## config.mk

```make
export PLATFORM = sky130hd
export DESIGN_NAME = reg8_write_arbiter_flat
export DESIGN_NICKNAME = d
export VERILOG_FILES = /design/src/rtl/reg8_write_arbiter_if.sv /design/src/rtl/reg8_write_arbiter.sv /design/src/flat_wrapper.sv
export SDC_FILE = /design/constraint.sdc
export NUM_CORES = 1
export LEC_CHECK = 0
export ABC_CLOCK_PERIOD_IN_PS = 2700
export BUFFER_PORTS_ARGS = -buffer_cell sky130_fd_sc_hd__buf_2
export CAP_MARGIN = 15
export CORE_UTILIZATION = 25
export DETAILED_ROUTE_END_ITERATION = 12
export SKIP_CTS_REPAIR_TIMING = 1
export SYNTH_ARGS = -nofsm -noshare
export SYNTH_HDL_FRONTEND = slang
export SYNTH_SLANG_ARGS = --single-unit
```

## constraint.sdc

```tcl
create_clock -name Clk -period 2.7 [get_ports Clk]
set_clock_uncertainty 0.1 [all_clocks]
set_input_delay 0.135 -clock Clk [delete_from_list [all_inputs] [get_ports Clk]]
set_output_delay 0.135 -clock Clk [all_outputs]
set_load 0.01 [all_outputs]
```

## src/rtl/reg8_write_arbiter_if.sv

```systemverilog
// Bus bundle between the requesters/register and the write arbiter.
// The arbiter sits on the slave side; requesters (or a bench) use master.
interface reg8_write_arbiter_if #(
  parameter int NUM_REQ = 4
);
  // requester side
  logic [NUM_REQ-1:0]   req;
  logic [NUM_REQ*8-1:0] wr_data;
  logic                 clr_req;
  logic                 preset_req;
  logic [NUM_REQ-1:0]   grant;
  logic [NUM_REQ-1:0]   ack;
  logic                 clr_done;
  logic                 preset_done;
  logic                 busy;
  // register side
  logic [7:0]           reg_d;
  logic                 reg_wr_en;
  logic                 reg_rst;
  logic                 reg_set;

  modport slave (
    input  req, wr_data, clr_req, preset_req,
    output grant, ack, clr_done, preset_done, busy,
    output reg_d, reg_wr_en, reg_rst, reg_set
  );

  modport master (
    output req, wr_data, clr_req, preset_req,
    input  grant, ack, clr_done, preset_done, busy,
    input  reg_d, reg_wr_en, reg_rst, reg_set
  );
endinterface

```

## src/rtl/reg8_write_arbiter.sv

```systemverilog
// Round-robin write controller for a shared 8-bit D/Rst/set register.
// Clear beats preset beats data writes; a started write always finishes.
// Every output is a flop computed from the next state, so outputs line up
// with the state the FSM is in during that cycle.
module reg8_write_arbiter #(
  parameter int NUM_REQ      = 4,
  parameter int SETUP_CYCLES = 1
) (
  input  logic                Clk,
  input  logic                Rst,
  reg8_write_arbiter_if.slave bus
);
  localparam int IW = (NUM_REQ > 1) ? $clog2(NUM_REQ) : 1;

  typedef enum logic [2:0] {IDLE, CLEAR, PRESET, SETUP, WRITE, DONE} state_t;

  state_t             state_q, state_d;
  logic [IW-1:0]      ptr_q, ptr_d;
  logic [IW-1:0]      win_q, win_d;
  logic [3:0]         cnt_q, cnt_d;
  logic [7:0]         data_q, data_d;
  logic [NUM_REQ-1:0] grant_q, grant_d;
  logic [NUM_REQ-1:0] ack_q, ack_d;
  logic               busy_q, busy_d;
  logic               wr_en_q, wr_en_d;
  logic               rst_p_q, rst_p_d;
  logic               set_p_q, set_p_d;
  logic               clr_done_q, clr_done_d;
  logic               pre_done_q, pre_done_d;

  logic               found;
  logic [IW-1:0]      pick;
  int                 idx;

  // round-robin search: first asserted req at or after ptr, wrapping
  always_comb begin
    found = 1'b0;
    pick  = '0;
    idx   = 0;
    for (int k = 0; k < NUM_REQ; k++) begin
      idx = int'(ptr_q) + k;
      if (idx >= NUM_REQ) idx = idx - NUM_REQ;
      if (!found && bus.req[idx]) begin
        found = 1'b1;
        pick  = IW'(idx);
      end
    end
  end

  // next state, latched winner/data, setup counter, rotation pointer
  always_comb begin
    state_d = state_q;
    ptr_d   = ptr_q;
    win_d   = win_q;
    cnt_d   = cnt_q;
    data_d  = data_q;
    unique case (state_q)
      IDLE: begin
        if (bus.clr_req)           state_d = CLEAR;
        else if (bus.preset_req)   state_d = PRESET;
        else if (found) begin
          win_d  = pick;
          data_d = bus.wr_data[int'(pick)*8 +: 8];
          if (SETUP_CYCLES == 0) begin
            state_d = WRITE;
          end else begin
            state_d = SETUP;
            cnt_d   = 4'd1;
          end
        end
      end
      CLEAR:  state_d = IDLE;
      PRESET: state_d = IDLE;
      SETUP: begin
        if (int'(cnt_q) >= SETUP_CYCLES) begin
          state_d = WRITE;
          cnt_d   = 4'd0;
        end else begin
          cnt_d = cnt_q + 4'd1;
        end
      end
      WRITE:  state_d = DONE;
      DONE: begin
        state_d = IDLE;
        ptr_d   = (int'(win_q) == NUM_REQ - 1) ? '0 : win_q + IW'(1);
      end
      default: state_d = IDLE;
    endcase
  end

  // registered outputs decoded from the state being entered
  always_comb begin
    grant_d    = '0;
    ack_d      = '0;
    busy_d     = (state_d != IDLE);
    wr_en_d    = (state_d == WRITE);
    rst_p_d    = (state_d == CLEAR);
    set_p_d    = (state_d == PRESET);
    clr_done_d = (state_d == CLEAR);
    pre_done_d = (state_d == PRESET);
    if (state_d == SETUP || state_d == WRITE || state_d == DONE)
      grant_d[win_d] = 1'b1;
    if (state_d == DONE)
      ack_d[win_d] = 1'b1;
  end

  // state and output registers; reset aborts any transaction in flight
  always_ff @(posedge Clk or posedge Rst) begin
    if (Rst) begin
      state_q    <= IDLE;
      ptr_q      <= '0;
      win_q      <= '0;
      cnt_q      <= '0;
      data_q     <= '0;
      grant_q    <= '0;
      ack_q      <= '0;
      busy_q     <= 1'b0;
      wr_en_q    <= 1'b0;
      rst_p_q    <= 1'b0;
      set_p_q    <= 1'b0;
      clr_done_q <= 1'b0;
      pre_done_q <= 1'b0;
    end else begin
      state_q    <= state_d;
      ptr_q      <= ptr_d;
      win_q      <= win_d;
      cnt_q      <= cnt_d;
      data_q     <= data_d;
      grant_q    <= grant_d;
      ack_q      <= ack_d;
      busy_q     <= busy_d;
      wr_en_q    <= wr_en_d;
      rst_p_q    <= rst_p_d;
      set_p_q    <= set_p_d;
      clr_done_q <= clr_done_d;
      pre_done_q <= pre_done_d;
    end
  end

  assign bus.grant       = grant_q;
  assign bus.ack         = ack_q;
  assign bus.busy        = busy_q;
  assign bus.reg_d       = data_q;
  assign bus.reg_wr_en   = wr_en_q;
  assign bus.reg_rst     = rst_p_q;
  assign bus.reg_set     = set_p_q;
  assign bus.clr_done    = clr_done_q;
  assign bus.preset_done = pre_done_q;
endmodule

```

## src/flat_wrapper.sv

```systemverilog
// flat-port wrapper written by rule: the top's interface ports become plain ports
module reg8_write_arbiter_flat 
#(
  parameter int NUM_REQ      = 4,
  parameter int SETUP_CYCLES = 1
)
  (Clk, Rst, bus_req, bus_wr_data, bus_clr_req, bus_preset_req, bus_grant, bus_ack, bus_clr_done, bus_preset_done, bus_busy, bus_reg_d, bus_reg_wr_en, bus_reg_rst, bus_reg_set);
  reg8_write_arbiter_if #(.NUM_REQ(NUM_REQ)) bus_i ();
  input  logic Clk;
  input  logic Rst;
  input wire logic [$bits(bus_i.req)-1:0] bus_req;
  input wire logic [$bits(bus_i.wr_data)-1:0] bus_wr_data;
  input wire logic [$bits(bus_i.clr_req)-1:0] bus_clr_req;
  input wire logic [$bits(bus_i.preset_req)-1:0] bus_preset_req;
  output wire logic [$bits(bus_i.grant)-1:0] bus_grant;
  output wire logic [$bits(bus_i.ack)-1:0] bus_ack;
  output wire logic [$bits(bus_i.clr_done)-1:0] bus_clr_done;
  output wire logic [$bits(bus_i.preset_done)-1:0] bus_preset_done;
  output wire logic [$bits(bus_i.busy)-1:0] bus_busy;
  output wire logic [$bits(bus_i.reg_d)-1:0] bus_reg_d;
  output wire logic [$bits(bus_i.reg_wr_en)-1:0] bus_reg_wr_en;
  output wire logic [$bits(bus_i.reg_rst)-1:0] bus_reg_rst;
  output wire logic [$bits(bus_i.reg_set)-1:0] bus_reg_set;
  assign bus_i.req = bus_req;
  assign bus_i.wr_data = bus_wr_data;
  assign bus_i.clr_req = bus_clr_req;
  assign bus_i.preset_req = bus_preset_req;
  assign bus_grant = bus_i.grant;
  assign bus_ack = bus_i.ack;
  assign bus_clr_done = bus_i.clr_done;
  assign bus_preset_done = bus_i.preset_done;
  assign bus_busy = bus_i.busy;
  assign bus_reg_d = bus_i.reg_d;
  assign bus_reg_wr_en = bus_i.reg_wr_en;
  assign bus_reg_rst = bus_i.reg_rst;
  assign bus_reg_set = bus_i.reg_set;
  reg8_write_arbiter #(.NUM_REQ(NUM_REQ), .SETUP_CYCLES(SETUP_CYCLES)) u_core (.Clk(Clk), .Rst(Rst), .bus(bus_i));
endmodule
```

==> results by stage, run 1 <==
Floorplanning:
- Once the floorplan was initialized, standard cells occupied 26.0% of the core.
- For this design the top-level I/O count stands at 62.
- The die covers 6930 µm².
- The die width is between 80 and 90 µm.
- From bottom edge to top edge, the die measures roughly 83 µm.
- The initialized floorplan defines 29 standard-cell rows.
- In this run the standard cell core region covers 6350 µm².

Global routing:
- The number of global-route vias before repair is 1,470.
- The wire length of the first global-routing pass is ~6800 µm.
- The initial antenna violation count is 0.
- The aggregate global routing overflow is 0.
- Global routing used 12.5% of the available tracks across all layers.
- Entering global routing, the biggest net connects 32 pins.

Finish:
- At the end of the flow the core is filled with cells to 34.6%.
- 0 antenna diodes ended up in the layout.
- The share of cells above drive strength 1 is between 30 and 40%.
- The total of fill cells in the finished design is 627.
- The net count of the finished layout is 272.
- The layout overhead on the synthesized area is 33.2%.
- Summing all non-filler instances in the final layout gives an area of 2200 µm².

Synth:
- In the synthesized netlist, the number of instances is 160.
- The number of register bits inferred by synthesis is 31.
- Of the synthesized area, sequential elements account for 47.0%.
- The cell type with the highest aggregate area in the netlist is sky130_fd_sc_hd__dfrtp_1.
- Of the post-synthesis cell area, the dominant cell type holds 47.0%.
- Synthesis instantiated 46 different standard cells from the library.
- The number of nets in the synthesized netlist is 204.
- For this run, the number of Yosys warnings is 0.
- The post-synthesis average cell area is 10.3 µm².
- The dominant register cell in the synthesized netlist is sky130_fd_sc_hd__dfrtp_1.
- In the synthesized netlist the async set-or-reset flop fraction comes to 100%.
- Among all cell types in the netlist, the one instantiated most often is sky130_fd_sc_hd__dfrtp_1.
- The commonest cells after synthesis are sky130_fd_sc_hd__dfrtp_1, sky130_fd_sc_hd__nand3_1, sky130_fd_sc_hd__o21ai_0.
- The cell area after synthesis is between 1500 and 2000 µm².
- By area the synthesized netlist is led by sky130_fd_sc_hd__dfrtp_1, sky130_fd_sc_hd__nand3_1, sky130_fd_sc_hd__a21bo_2.
- In this run, synthesis inferred 0 flip-flops with an integrated enable.

Setup path:
- Data arrives at the worst endpoint at 2.32 ns.
- In this design, the critical path's most frequently occurring cell is sky130_fd_sc_hd__nand3_1.
- The kind of critical path is flip-flop to flip-flop.
- The endpoint required time on the critical path is around 2.8 ns.
- The maximum fanout along the worst path is 12.
- The buffer and inverter count on the worst path is 1.
- The reg-to-reg critical path endpoint is u_core.bus.reg_d[1].
- Traced cell by cell, the critical path runs through nor3_1 -> nand3_1 -> buf_4 -> o21ba_2 -> a21bo_2 -> nand3_1.
- Counting cells, the worst reg-to-reg path comes to 6.
- The critical path startpoint is u_core.state_q[0].
- The worst reg-to-reg setup slack is 0.50 ns.
- The largest single stage delay on the critical path is 0.43 ns.
- The timing endpoint of the critical path is u_core.bus.reg_d[1].
- The worst setup path is launched from a flip-flop.
- The critical path runs through a total of 6 cells.
- The startpoint of the most critical register-to-register path is u_core.state_q[0].
- The critical path's slowest cell is sky130_fd_sc_hd__dfrtp_1.
- The cell family contributing the most delay on the critical path is simple AND/OR/NAND/NOR gates.
- The endpoint class of the critical path is a flip-flop.

Detailed routing:
- The detail route stage leaves a number of antenna-violating nets equal to 0.
- The routed via count is roughly 1,500.
- The highest metal layer carrying signal wires in the routed design is met4.
- The pre-antenna-repair detailed-routing pass consisted of 5 iterations.
- The overall routed net length is between 4000 and 5000 µm.
- The detailed-route DRC error count is 0.
- The post-route met1 wirelength is 2010 µm.
- The met2 wirelength from detailed routing is slightly below 2000 µm.
- The initial detailed-routing violation count is 91.
- Dividing the detail-routed via count by the number of cells gives 4.91.
- The per-cell routed wire length is 13.9 µm.
- The wire length on met3 is 176 µm.

Timing:
- Setup repair after global routing left no endpoint under its margin.
- Static timing analysis puts the maximum clock frequency at 0.454 GHz.
- On the final layout, the worst hold slack is approximately 0.00093 ns.
- In this run the tightest slew margin relative to its limit is 61.4%.
- The number of setup violations in the final report is 0.
- At the pin with the least slew margin, the transition time is roughly 0.57 ns.
- The count of final max-slew check failures came to 0.
- Dividing the final minimum period by the clock period gives 81.6%.
- For the final routed database, the setup TNS stands at 0 ns.
- The shortest clock period the worst path allows after layout is 2.20 ns.
- The count of final hold-check violations is 0.

Place:
- After detailed placement, the total cell area comes to 2050 µm².
- The count of port buffers added during placement is 61.
- After legalization and detailed placement, the total HPWL measured 3160 µm.
- Routability-driven placement finished with a final weighted congestion of 0.822.

Clocking:
- The deepest level of the CTS H-tree is 2.
- Counting the buffers created by CTS gives 5.
- The root buffer cell chosen for the clock tree is sky130_fd_sc_hd__clkbuf_8.
- Counting every sink on the clock net gives 31.
- The clock reaches the later pin of the worst-skew pair after approximately 0.28 ns.
- The clock tree from TritonCTS is yes.
- The clock tree buffer depth is 2.
- The clock edge transition at the registers on the reported setup and hold paths is approximately 0.070 ns.

Power:
- The switching share of power is 36.2%.
- Power spread over the standard cell area amounts to a little under 1000 nW/µm².
- The switching power summed over all nets is 0.768 mW.
- Sequential cells account for 34.7% of the total power.
- The cell internal power dissipation is 1.35 mW.
- The combinational cell fraction of total power is 40.0%.
- The clock network burns 25.3% of the power.
- The leakage component of the power is 1.08 nW.
- IR analysis of the VDD net gives a maximum drop of 0.418 mV.

Job:
- The max-cap check violation count is 0.

Min path:
- The min-delay analysis places its worst path in the category primary input to flip-flop.
- The startpoint of the most critical hold path is bus_wr_data[25].

Run status:
- The run finished with clean final reports.
[placed cells by master (no fill, tap or decap), types with 2 or more instances in the layout]
cell                             n
sky130_fd_sc_hd__a32oi_1         7
sky130_fd_sc_hd__bufinv_16       2
sky130_fd_sc_hd__nand3_1        23
sky130_fd_sc_hd__clkbuf_8        5
sky130_fd_sc_hd__dfrtp_1        31
sky130_fd_sc_hd__nor3_1          5
sky130_fd_sc_hd__inv_1           7
sky130_fd_sc_hd__dlygate4sd3_1   2
sky130_fd_sc_hd__a21oi_1         4
sky130_fd_sc_hd__or3_1           2
sky130_fd_sc_hd__a21bo_2         7
sky130_fd_sc_hd__nand3b_1        3
sky130_fd_sc_hd__a22o_1          2
sky130_fd_sc_hd__buf_2          61
sky130_fd_sc_hd__and3_1          2
sky130_fd_sc_hd__nor2_1          7
sky130_fd_sc_hd__nand2b_1        2
sky130_fd_sc_hd__buf_4           6
sky130_fd_sc_hd__ha_1            4
sky130_fd_sc_hd__nand2_1         6
sky130_fd_sc_hd__a21o_1          2
sky130_fd_sc_hd__nor2b_1         2
sky130_fd_sc_hd__o21ai_0        11
sky130_fd_sc_hd__and2_1          2
[sequential cells by signal (all words and copies together) (netlist names), 2 cells and up]
| signal | count |
|---|---|
| u_core.cnt_q | 4 |
| u_core.bus.grant | 4 |
| u_core.bus.reg_d | 8 |
| u_core.win_q | 2 |
| u_core.ptr_q | 2 |
| u_core.bus.ack | 4 |
| u_core.state_q | 3 |
[worst min-delay path by stage]
stage | endpoint | slack [ns] | cells past startpoint
3_5_place_dp | u_core.bus.ack[1] | 0.13 | 3
3_3_place_gp | u_core.bus.ack[1] | 0.13 | 3
6_report | u_core.bus.reg_d[1] | 0.0009 | 3
4_1_cts | u_core.bus.ack[1] | -0.18 | 3
2_1_floorplan | u_core.bus.ack[0] | 0.14 | 1
5_1_grt | u_core.bus.reg_d[0] | 0.003 | 3
[worst register-to-register path, cell delays in order (launching register included)]
cell,delay [ns]
sky130_fd_sc_hd__dfrtp_1,0.43
sky130_fd_sc_hd__nor3_1,0.36
sky130_fd_sc_hd__nand3_1,0.30
sky130_fd_sc_hd__buf_4,0.27
sky130_fd_sc_hd__o21ba_2,0.37
sky130_fd_sc_hd__a21bo_2,0.26
sky130_fd_sc_hd__nand3_1,0.06
[routing by layer]
layer / up-vias / global-route usage (%)
li1: 735 / -
met1: 709 / 17.5
met2: 47 / 18.3
met3: 11 / 2.68
met4: 0 / 6.27
met5: - / 0
[cell type report]
type	instances	area [µm²]	area share [%]
clock buffers	6	72.6	3.30
clock inverters	2	60.1	2.73
inverters	7	26.3	1.20
multi-input cells	114	797	36.3
flip-flops and latches	31	776	35.3
well taps	77	96.3	4.38
repair buffers	69	370	16.8
[stage by stage]
step	power (mW)	std cells	setup WS (ns)
floorplan	1.32	160	0.759
global placement	1.58	296	0.613
detailed placement	1.59	296	0.514
CTS	2.14	304	0.506
global route	2.28	306	0.307
finish	2.12	306	0.497
[power by group through the flow]
stage | Clock [mW] | Combinational (mW) | Sequential, mW
CTS | 0.553 | 0.853 | 0.736
floorplan | 0 | 0.559 | 0.758
detailed placement | 0 | 0.846 | 0.741
finish | 0.536 | 0.847 | 0.736
global route | 0.571 | 0.949 | 0.758
global placement | 0 | 0.840 | 0.744
[cells by family after synthesis]
group / share of synthesized area [%]
AOI/OAI and AO/OA: 22.8
adders and majority gates: 3.03
buffers and inverters: 4.70
DFF: 47.0
muxes: 1.29
and+or+nand+nor: 21.2
No activity file was read; power rests on OpenSTA's default activity.
==> run 2, diff against run 1 <==
- ABC_AREA: not set -> 1
- ABC_CLOCK_PERIOD_IN_PS: 2700 -> 2310
- clock period: 2.7 -> 2.31 ns (I/O delays scaled with it)
==> run 2 against run 1 <==
Net effect:
- critical path type unchanged
- global-route usage shrank 0.73 points
- clock power shrank 24%
- first-iteration DRC count grew 3.3%
- routed wire length grew 12%
- die area grew 23%
- count of clock-buffer cells in the layout grew 1
- cell area grew 15%
- hold slack gained 0.037 ns
- synthesized area grew 24%
- critical path depth grew 6
- register-to-register slack lost 0.27 ns
==> results by stage, run 2 <==
Clocking:
- The clock root buffer master is sky130_fd_sc_hd__clkbuf_8.
- The clock tree from TritonCTS is yes.
- The number of buffers created by CTS is 5 (unchanged).
- The clock edge transition at the registers on the reported setup and hold paths is 0.06 ns (about the same).
- The deepest level of the CTS H-tree came to 2 (unchanged).
- The number of sinks handled by clock tree synthesis was 31 (unchanged).
- The clock latency of the later-clocked register in the worst-skew pair is 0.28 ns (about the same).
- The clock tree buffer depth is 2 (unchanged).

Timing:
- Setup repair after global routing left no endpoint under its margin.
- The transition time at the pin with the least slew margin is 0.448 ns (-0.124 ns).
- The shortest clock period the worst path allows after layout is 2.08 ns (-0.122 ns).
- The count of final hold-check violations was 0 (unchanged).
- The worst slack on hold paths is 0.0375 ns (+0.0366 ns).
- The headroom to the max-slew limit is 69.8% (+8.5 points).
- The final sum of negative setup slack was 0 ns (unchanged).
- The maximum frequency from static timing analysis is 0.481 GHz (+5.9%).
- The number of setup violations in the final report is 0 (unchanged).
- The final worst-path cycle share came to 90.1% (+8.5 points).
- The count of final max-slew check failures is 0 (unchanged).

Power:
- The leakage component of the power was 1.39 nW (+28%).
- The power density over cell area was 1380 nW/µm² (+43%).
- The worst supply voltage drop on vdd is 0.597 mV (+43%).

Global routing:
- The pin count of the biggest net entering global routing came to 32 (unchanged).
- The aggregate global routing overflow came to 0 (unchanged).
- The number of global-route vias before repair is 1,711 (+16%).
- The initial antenna violation count came to 0 (unchanged).
- The wire length of the first global-routing pass was 8010 µm (+18%).
- The total global routing track utilization came to 11.8% (-0.73 points).

Detailed routing:
- The detailed-route DRC error count was 0 (unchanged).
- The first-pass detailed-route iteration total is 4 (-1).
- The average vias per placed instance is 4.30 (-12%).
- The overall routed net length is 4770 µm (+12%).
- The routed via count was 1,834 (+22%).
- The remaining antenna violation count is 0 (unchanged).
- The per-cell routed wire length was 11.2 µm (-20%).
- The initial detailed-routing violation count is 94 (+3.3%).

Floorplanning:
- The die width is 92.3 µm (+11%).
- The die outline area is 8520 µm² (+23%).
- The die height is 92.3 µm (+11%).
- The row count is 32 (+10%).
- The number of ports placed on the die boundary is 62 (unchanged).
- The effective utilization at floorplan came to 26.1% (+0.12 points).
- The core outline area is 7810 µm² (+23%).

Setup path:
- The kind of critical path is flip-flop to flip-flop.
- The data arrival time at the worst-slack endpoint came to 2.20 ns (-0.12 ns).
- The critical path startpoint category is a flip-flop.
- The endpoint required time on the critical path came to 2.42 ns (-0.40 ns).
- STA classifies the critical path endpoint as a flip-flop.
- The maximum fanout along the worst path is 13 (+1).

Finish:
- The net count of the finished layout is 368 (+35%).
- The top cell types in the final layout, fill and taps aside, are sky130_fd_sc_hd__nand2_1, sky130_fd_sc_hd__buf_2, sky130_fd_sc_hd__inv_1.
- From synthesis to final layout, the design area changed by 23.9%.
- The area taken by multi-input logic gates was 1030 µm² (+30%).
- The flip-flop count of the largest register after layout was 8 (unchanged).
- The number of cells in the finished layout apart from fillers came to 427 (+40%).
- The antenna cell count is 0 (unchanged).
- The total of fill cells in the finished design was 834 (+33%).
- The leading cell type in the layout, fill and taps excluded is sky130_fd_sc_hd__nand2_1.
- The combined flip-flop and latch cell area is 777 µm² (+0.16%).
- The share of cells above drive strength 1 is 36.6% (-3.1 points).

Run status:
- The run finished with clean final reports.

Synth:
- By area the synthesized netlist is led by sky130_fd_sc_hd__dfrtp_1, sky130_fd_sc_hd__nand2_1, sky130_fd_sc_hd__nand2_2.
- The synthesized netlist cell count was 258 (+61%).
- The fraction of synthesis flops using an asynchronous set or reset pin is 100% (unchanged).
- The commonest cells after synthesis are sky130_fd_sc_hd__nand2_1, sky130_fd_sc_hd__inv_1, sky130_fd_sc_hd__dfrtp_1.
- The number of nets in the synthesized netlist came to 302 (+48%).
- The dominant register cell in the synthesized netlist is sky130_fd_sc_hd__dfrtp_1.
- The number of warnings issued by yosys came to 0 (unchanged).
- The fraction of synthesized cell area taken by the top area cell type was 38.1% (-8.9 points).
- The post-synthesis cell type count is 31 (-33%).
- The sequential element share of the synthesized area is 38.1% (-8.9 points).
- The cell area after synthesis is 2040 µm² (+24%).
- The most frequent cell after synthesis is sky130_fd_sc_hd__nand2_1.
- The biggest area contributor in the post-synthesis netlist is sky130_fd_sc_hd__dfrtp_1.
- The number of register bits inferred by synthesis came to 31 (unchanged).
- The number of synthesized flops with an enable pin is 0 (unchanged).
- The post-synthesis average cell area is 7.90 µm² (-23%).

Min path:
- In this run the worst hold path is classified as primary input to flip-flop.

Place:
- The count of port buffers added during placement is 61 (unchanged).
- The half-perimeter wire length after placement is 3720 µm (+18%).
- The weighted congestion at the end of routability-driven global placement is 0.782 (-4.8%).
- The placed instance count is 417 (+41%).

Job:
- The max-cap check violation count came to 0 (unchanged).
-- run 2: layer usage --
metal | wire (µm) | global-route usage (%) | part of all wire, %
met5 | 0 | 0 | 0
met3 | 361 | 3.20 | 7.6
met1 | 2280 | 15.7 | 48
met4 | 21 | 2.73 | 0.44
met2 | 2100 | 19.1 | 44
-- run 2: cells by family (layout without fill, tap and decap cells) --
| family | Yosys count | count (layout) | share of synthesized area, % |
|---|---|---|---|
| buf+inv | 44 | 111 | 11.3 |
| compound gates | 19 | 19 | 7.37 |
| simple gates | 160 | 160 | 40.8 |
| flops | 31 | 31 | 38.1 |
| fa+ha+maj | 4 | 4 | 2.46 |
-- run 2: path summary, 6_finish.rpt --
path                                     start                  end  slack, ns  cells after the start
max reg2reg                    u_core.ptr_q[0]  u_core.bus.reg_d[4]       0.23                     12
min in group asynchronous                  Rst    u_core.bus.ack[2]       0.36                      4
min                            bus_wr_data[22]  u_core.bus.reg_d[6]       0.04                      5
max in group asynchronous                  Rst      u_core.ptr_q[0]       1.42                      4
max                            u_core.ptr_q[0]  u_core.bus.reg_d[4]       0.23                     12
min reg2reg                u_core.bus.reg_d[0]  u_core.bus.reg_d[0]       0.40                      2
-- run 2: area by class of cell --
type	count	share of cell area [%]
multi-input combinational	183	40.9
sequential	31	30.8
timing repair buffer	66	14.3
inverter	37	5.80
tap	102	5.05
clock buffer	7	3.02
clock inverter	1	0.198
-- run 2: critical path: stages, from the launching register on --
cell and delay, ns:
sky130_fd_sc_hd__dfrtp_2 0.51, sky130_fd_sc_hd__inv_8 0.13, sky130_fd_sc_hd__nand2_1 0.05, sky130_fd_sc_hd__nand2_1 0.09, sky130_fd_sc_hd__nand2_1 0.07, sky130_fd_sc_hd__nand2_2 0.12
sky130_fd_sc_hd__nor2_8 0.05, sky130_fd_sc_hd__nand3_4 0.15, sky130_fd_sc_hd__nand3_4 0.15, sky130_fd_sc_hd__buf_4 0.23, sky130_fd_sc_hd__nor2_4 0.20, sky130_fd_sc_hd__nand2_1 0.09
sky130_fd_sc_hd__nand3_1 0.07
-- run 2: power by group --
part / internal [mW] / leakage (nW) / total (mW) / switching, mW
Sequential: 0.730 / 0.403 / 0.872 / 0.142
Combinational: 0.798 / 0.947 / 2.20 / 1.40
Clock: 0.211 / 0.0422 / 0.407 / 0.196
Total: 1.74 / 1.39 / 3.48 / 1.74
-- run 2: per-stage QoR --
| stage | utilization [%] | worst slack [ns] | cell area (µm²) | power [mW] |
|---|---|---|---|---|
| floorplan | - | 0.513 | 2040 | 2.70 |
| global placement | 31.0 | 0.160 | 2420 | 3.06 |
| detailed placement | 31.0 | 0.116 | 2420 | 3.09 |
| CTS | 32.1 | 0.0985 | 2500 | 3.52 |
| global route | 32.3 | 0.0528 | 2520 | 3.83 |
| finish | 32.3 | 0.229 | 2520 | 3.48 |
==> run 3, diff against run 2 <==
- ABC_AREA: 1 -> not set
- ABC_CLOCK_PERIOD_IN_PS: 2310 -> 2400
- PLACE_DENSITY: not set -> 0.45
- clock period: 2.31 -> 2.4 ns (I/O delays scaled with it)
==> run 3 against run 2 <==
Net effect:
- the run now ends with hold timing left
- critical path depth shrank 4
- cell count shrank 27%
- first-iteration DRC count shrank 12%
- clock power grew 32%
- global-route usage grew 1.1 points
- register-to-register slack gained 0.06 ns
- core utilization grew 2.7 points
- hold slack lost 0.057 ns
- sequential cell count is the same
- cell area shrank 12%
- sequential share of layout area grew 4.1 points
- maximum frequency shrank 1.2%
- critical endpoint is now u_core.bus.grant[3]
- largest power group unchanged
- highest routed layer unchanged
==> results by stage, run 3 (same netlist as run 1, synthesis figures left out) <==
Finish:
- The flip-flop count of the largest register after layout is 8 (unchanged).
- The antenna cell count was 0 (unchanged).
- The share of cells above drive strength 1 came to 41.0% (+4.4 points).
- The library cell used most frequently in the layout, excluding fill and tap cells, is sky130_fd_sc_hd__buf_2.
- The layout overhead on the synthesized area is 34.7%.
- The net count of the finished layout was 277 (-25%).
- In the layout the commonest cells are sky130_fd_sc_hd__buf_2, sky130_fd_sc_hd__dfrtp_1, sky130_fd_sc_hd__nand3_1.

Timing:
- The maximum frequency from static timing analysis was 0.475 GHz (-1.2%).
- Setup repair after global routing left no endpoint under its margin.
- The count of final max-slew check failures came to 0 (unchanged).
- The worst slack on hold paths was -0.0200 ns (-0.0575 ns).
- The number of setup violations in the final report is 0 (unchanged).
- The final worst-path cycle share is 87.8% (-2.3 points).
- The final sum of negative setup slack was 0 ns (unchanged).
- The transition time at the pin with the least slew margin was 0.552 ns (+0.103 ns).
- The headroom to the max-slew limit is 62.7% (-7.1 points).
- The shortest clock period the worst path allows after layout was 2.11 ns (+0.0251 ns).
- The count of final hold-check violations is 5 (+5).

Clocking:
- The clock tree buffer depth was 2 (unchanged).
- The clock edge transition at the registers on the reported setup and hold paths is 0.07 ns (about the same).
- The deepest level of the CTS H-tree is 2 (unchanged).
- The number of buffers created by CTS is 5 (unchanged).
- Clock tree synthesis selected as its root buffer the cell sky130_fd_sc_hd__clkbuf_8.
- The number of sinks handled by clock tree synthesis is 31 (unchanged).
- TritonCTS built the clock tree.
- The clock latency of the later-clocked register in the worst-skew pair is 0.28 ns (about the same).

Global routing:
- The wire length of the first global-routing pass is 7030 µm (-12%).
- The number of global-route vias before repair was 1,451 (-15%).
- The initial antenna violation count was 0 (unchanged).
- The aggregate global routing overflow is 0 (unchanged).
- The pin count of the biggest net entering global routing is 32 (unchanged).
- The total global routing track utilization came to 12.9% (+1.1 points).

Power:
- The post-layout total power is 2.33 mW (-33%).
- The worst supply voltage drop on vdd is 0.379 mV (-37%).
- The leakage component of the power was 1.10 nW (-21%).
- The power density over cell area was 1050 nW/µm² (-24%).

Detailed routing:
- The average vias per placed instance is 4.96 (+16%).
- The detailed-route DRC error count came to 0 (unchanged).
- The routed via count is 1,543 (-16%).
- The initial detailed-routing violation count was 83 (-12%).
- The first-pass detailed-route iteration total is 4 (unchanged).
- The per-cell routed wire length is 13.8 µm (+23%).
- The overall routed net length is 4290 µm (-10%).
- The remaining antenna violation count was 0 (unchanged).

Setup path:
- STA classifies the critical path endpoint as a flip-flop.
- Among cell families on the critical path, the largest total delay comes from simple AND/OR/NAND/NOR gates.
- The number of gates on the worst path with buffers counted came to 8 (-4).
- The buffer and inverter count on the worst path is 2 (unchanged).
- The startpoint of the most critical register-to-register path is u_core.cnt_q[0].
- The critical path startpoint category is a flip-flop.
- The critical path is of the flip-flop to flip-flop type.
- The critical path goes through inv_1 -> ha_1 -> nor4b_1 -> buf_4 -> nor2b_1 -> or3_1 -> a21o_1 -> and3_1.
- The timing endpoint of the critical path is u_core.bus.grant[3].
- The reg-to-reg critical path endpoint is u_core.bus.grant[3].
- The worst reg-to-reg setup slack came to 0.29 ns (+0.06 ns).
- In this run the worst setup path begins at u_core.cnt_q[0].
- The highest cell delay on the worst timing path is 0.45 ns (-0.06 ns).
- The data arrival time at the worst-slack endpoint was 2.18 ns (-0.02 ns).
- The slowest stage of the critical path is the sky130_fd_sc_hd__or3_1 cell.
- The maximum fanout along the worst path is 5 (-8).
- The count of cells along the worst register-to-register path is 8 (-4).
- The endpoint required time on the critical path was 2.47 ns (+0.05 ns).

Place:
- The count of port buffers added during placement was 61 (unchanged).
- The weighted congestion at the end of routability-driven global placement is 0.750 (-4.1%).
- The half-perimeter wire length after placement is 3170 µm (-15%).

Min path:
- The class of the most critical hold timing path is primary input to flip-flop.
- The cell depth of the worst min-delay path was 3 (-2).

Floorplanning:
- The core outline area came to 6350 µm² (-19%).
- The number of ports placed on the die boundary is 62 (unchanged).
- The effective utilization at floorplan was 26.0% (-0.12 points).
- The die height is 83.3 µm (-9.8%).
- The die width is 83.3 µm (-9.8%).
- The die outline area is 6930 µm² (-19%).
- The row count is 29 (-9.4%).

Job:
- The max-cap check violation count came to 0 (unchanged).

Run status:
- The flow ran to the end, but the final reports show violations.
- The final reports fail on hold timing.
==> run 3: cell types whose count changed in the layout (fill, tap and decap cells not counted), moves of 11 or more <==
cell / previous run / this run
sky130_fd_sc_hd__nand4_1: 11 / 0
sky130_fd_sc_hd__nand2_2: 22 / 0
sky130_fd_sc_hd__inv_1: 32 / 7
sky130_fd_sc_hd__nand2_1: 74 / 6
sky130_fd_sc_hd__nor2_1: 23 / 7
==> run 3: where the power goes <==
| group | internal [mW] | switching, mW |
|---|---|---|
| registers | 0.693 | 0.134 |
| logic | 0.427 | 0.537 |
| clock network | 0.336 | 0.200 |
| total | 1.46 | 0.870 |
==> run 3: metal layers <==
| metal | global-route usage, % | wire [µm] | up-vias |
|---|---|---|---|
| li1 | - | - | 738 |
| met1 | 16.5 | 1940 | 714 |
| met2 | 20.6 | 1890 | 84 |
| met3 | 3.68 | 399 | 7 |
| met4 | 4.70 | 59 | 0 |
| met5 | 0 | 0 | - |
==> run 3: worst min-delay path: stages <==
cell and delay [ns]:
sky130_fd_sc_hd__buf_2 0.08, sky130_fd_sc_hd__nand3_1 0.06, sky130_fd_sc_hd__nand3_1 0.07
==> run 3: worst min path at each step <==
| stage | slack (ns) | end | start |
|---|---|---|---|
| after floorplan | 0.12 | u_core.bus.ack[0] | Rst |
| after global placement | 0.13 | u_core.bus.reg_d[0] | Rst |
| after detailed placement | 0.14 | u_core.bus.ack[3] | Rst |
| after CTS | -0.17 | u_core.ptr_q[1] | Rst |
| after global routing | 0.001 | u_core.bus.reg_d[1] | bus_wr_data[17] |
| final | -0.02 | u_core.bus.reg_d[2] | bus_wr_data[10] |
==> run 3: stage by stage <==
stage | hold slack [ns] | utilization (%) | instances | instance area (µm²) | setup slack (ns)
after floorplan | 0.124 | - | 160 | 1650 | 0.459
after global placement | 0.131 | 32.7 | 300 | 2080 | 0.295
after detailed placement | 0.139 | 32.7 | 300 | 2080 | 0.306
after CTS | -0.172 | 34.5 | 308 | 2190 | 0.294
after global routing | 0.00143 | 35.0 | 311 | 2220 | 0.131
final | -0.0200 | 35.0 | 311 | 2220 | 0.294
==> run 3: layout make-up <==
type / instances / area [µm²]
inverter: 7 / 26.3
multi-input combinational: 114 / 797
clock inverter: 2 / 35.0
sequential: 31 / 776
clock buffer: 6 / 82.6
timing repair buffer: 74 / 410
fill: 654 / 4130
tap: 77 / 96.3
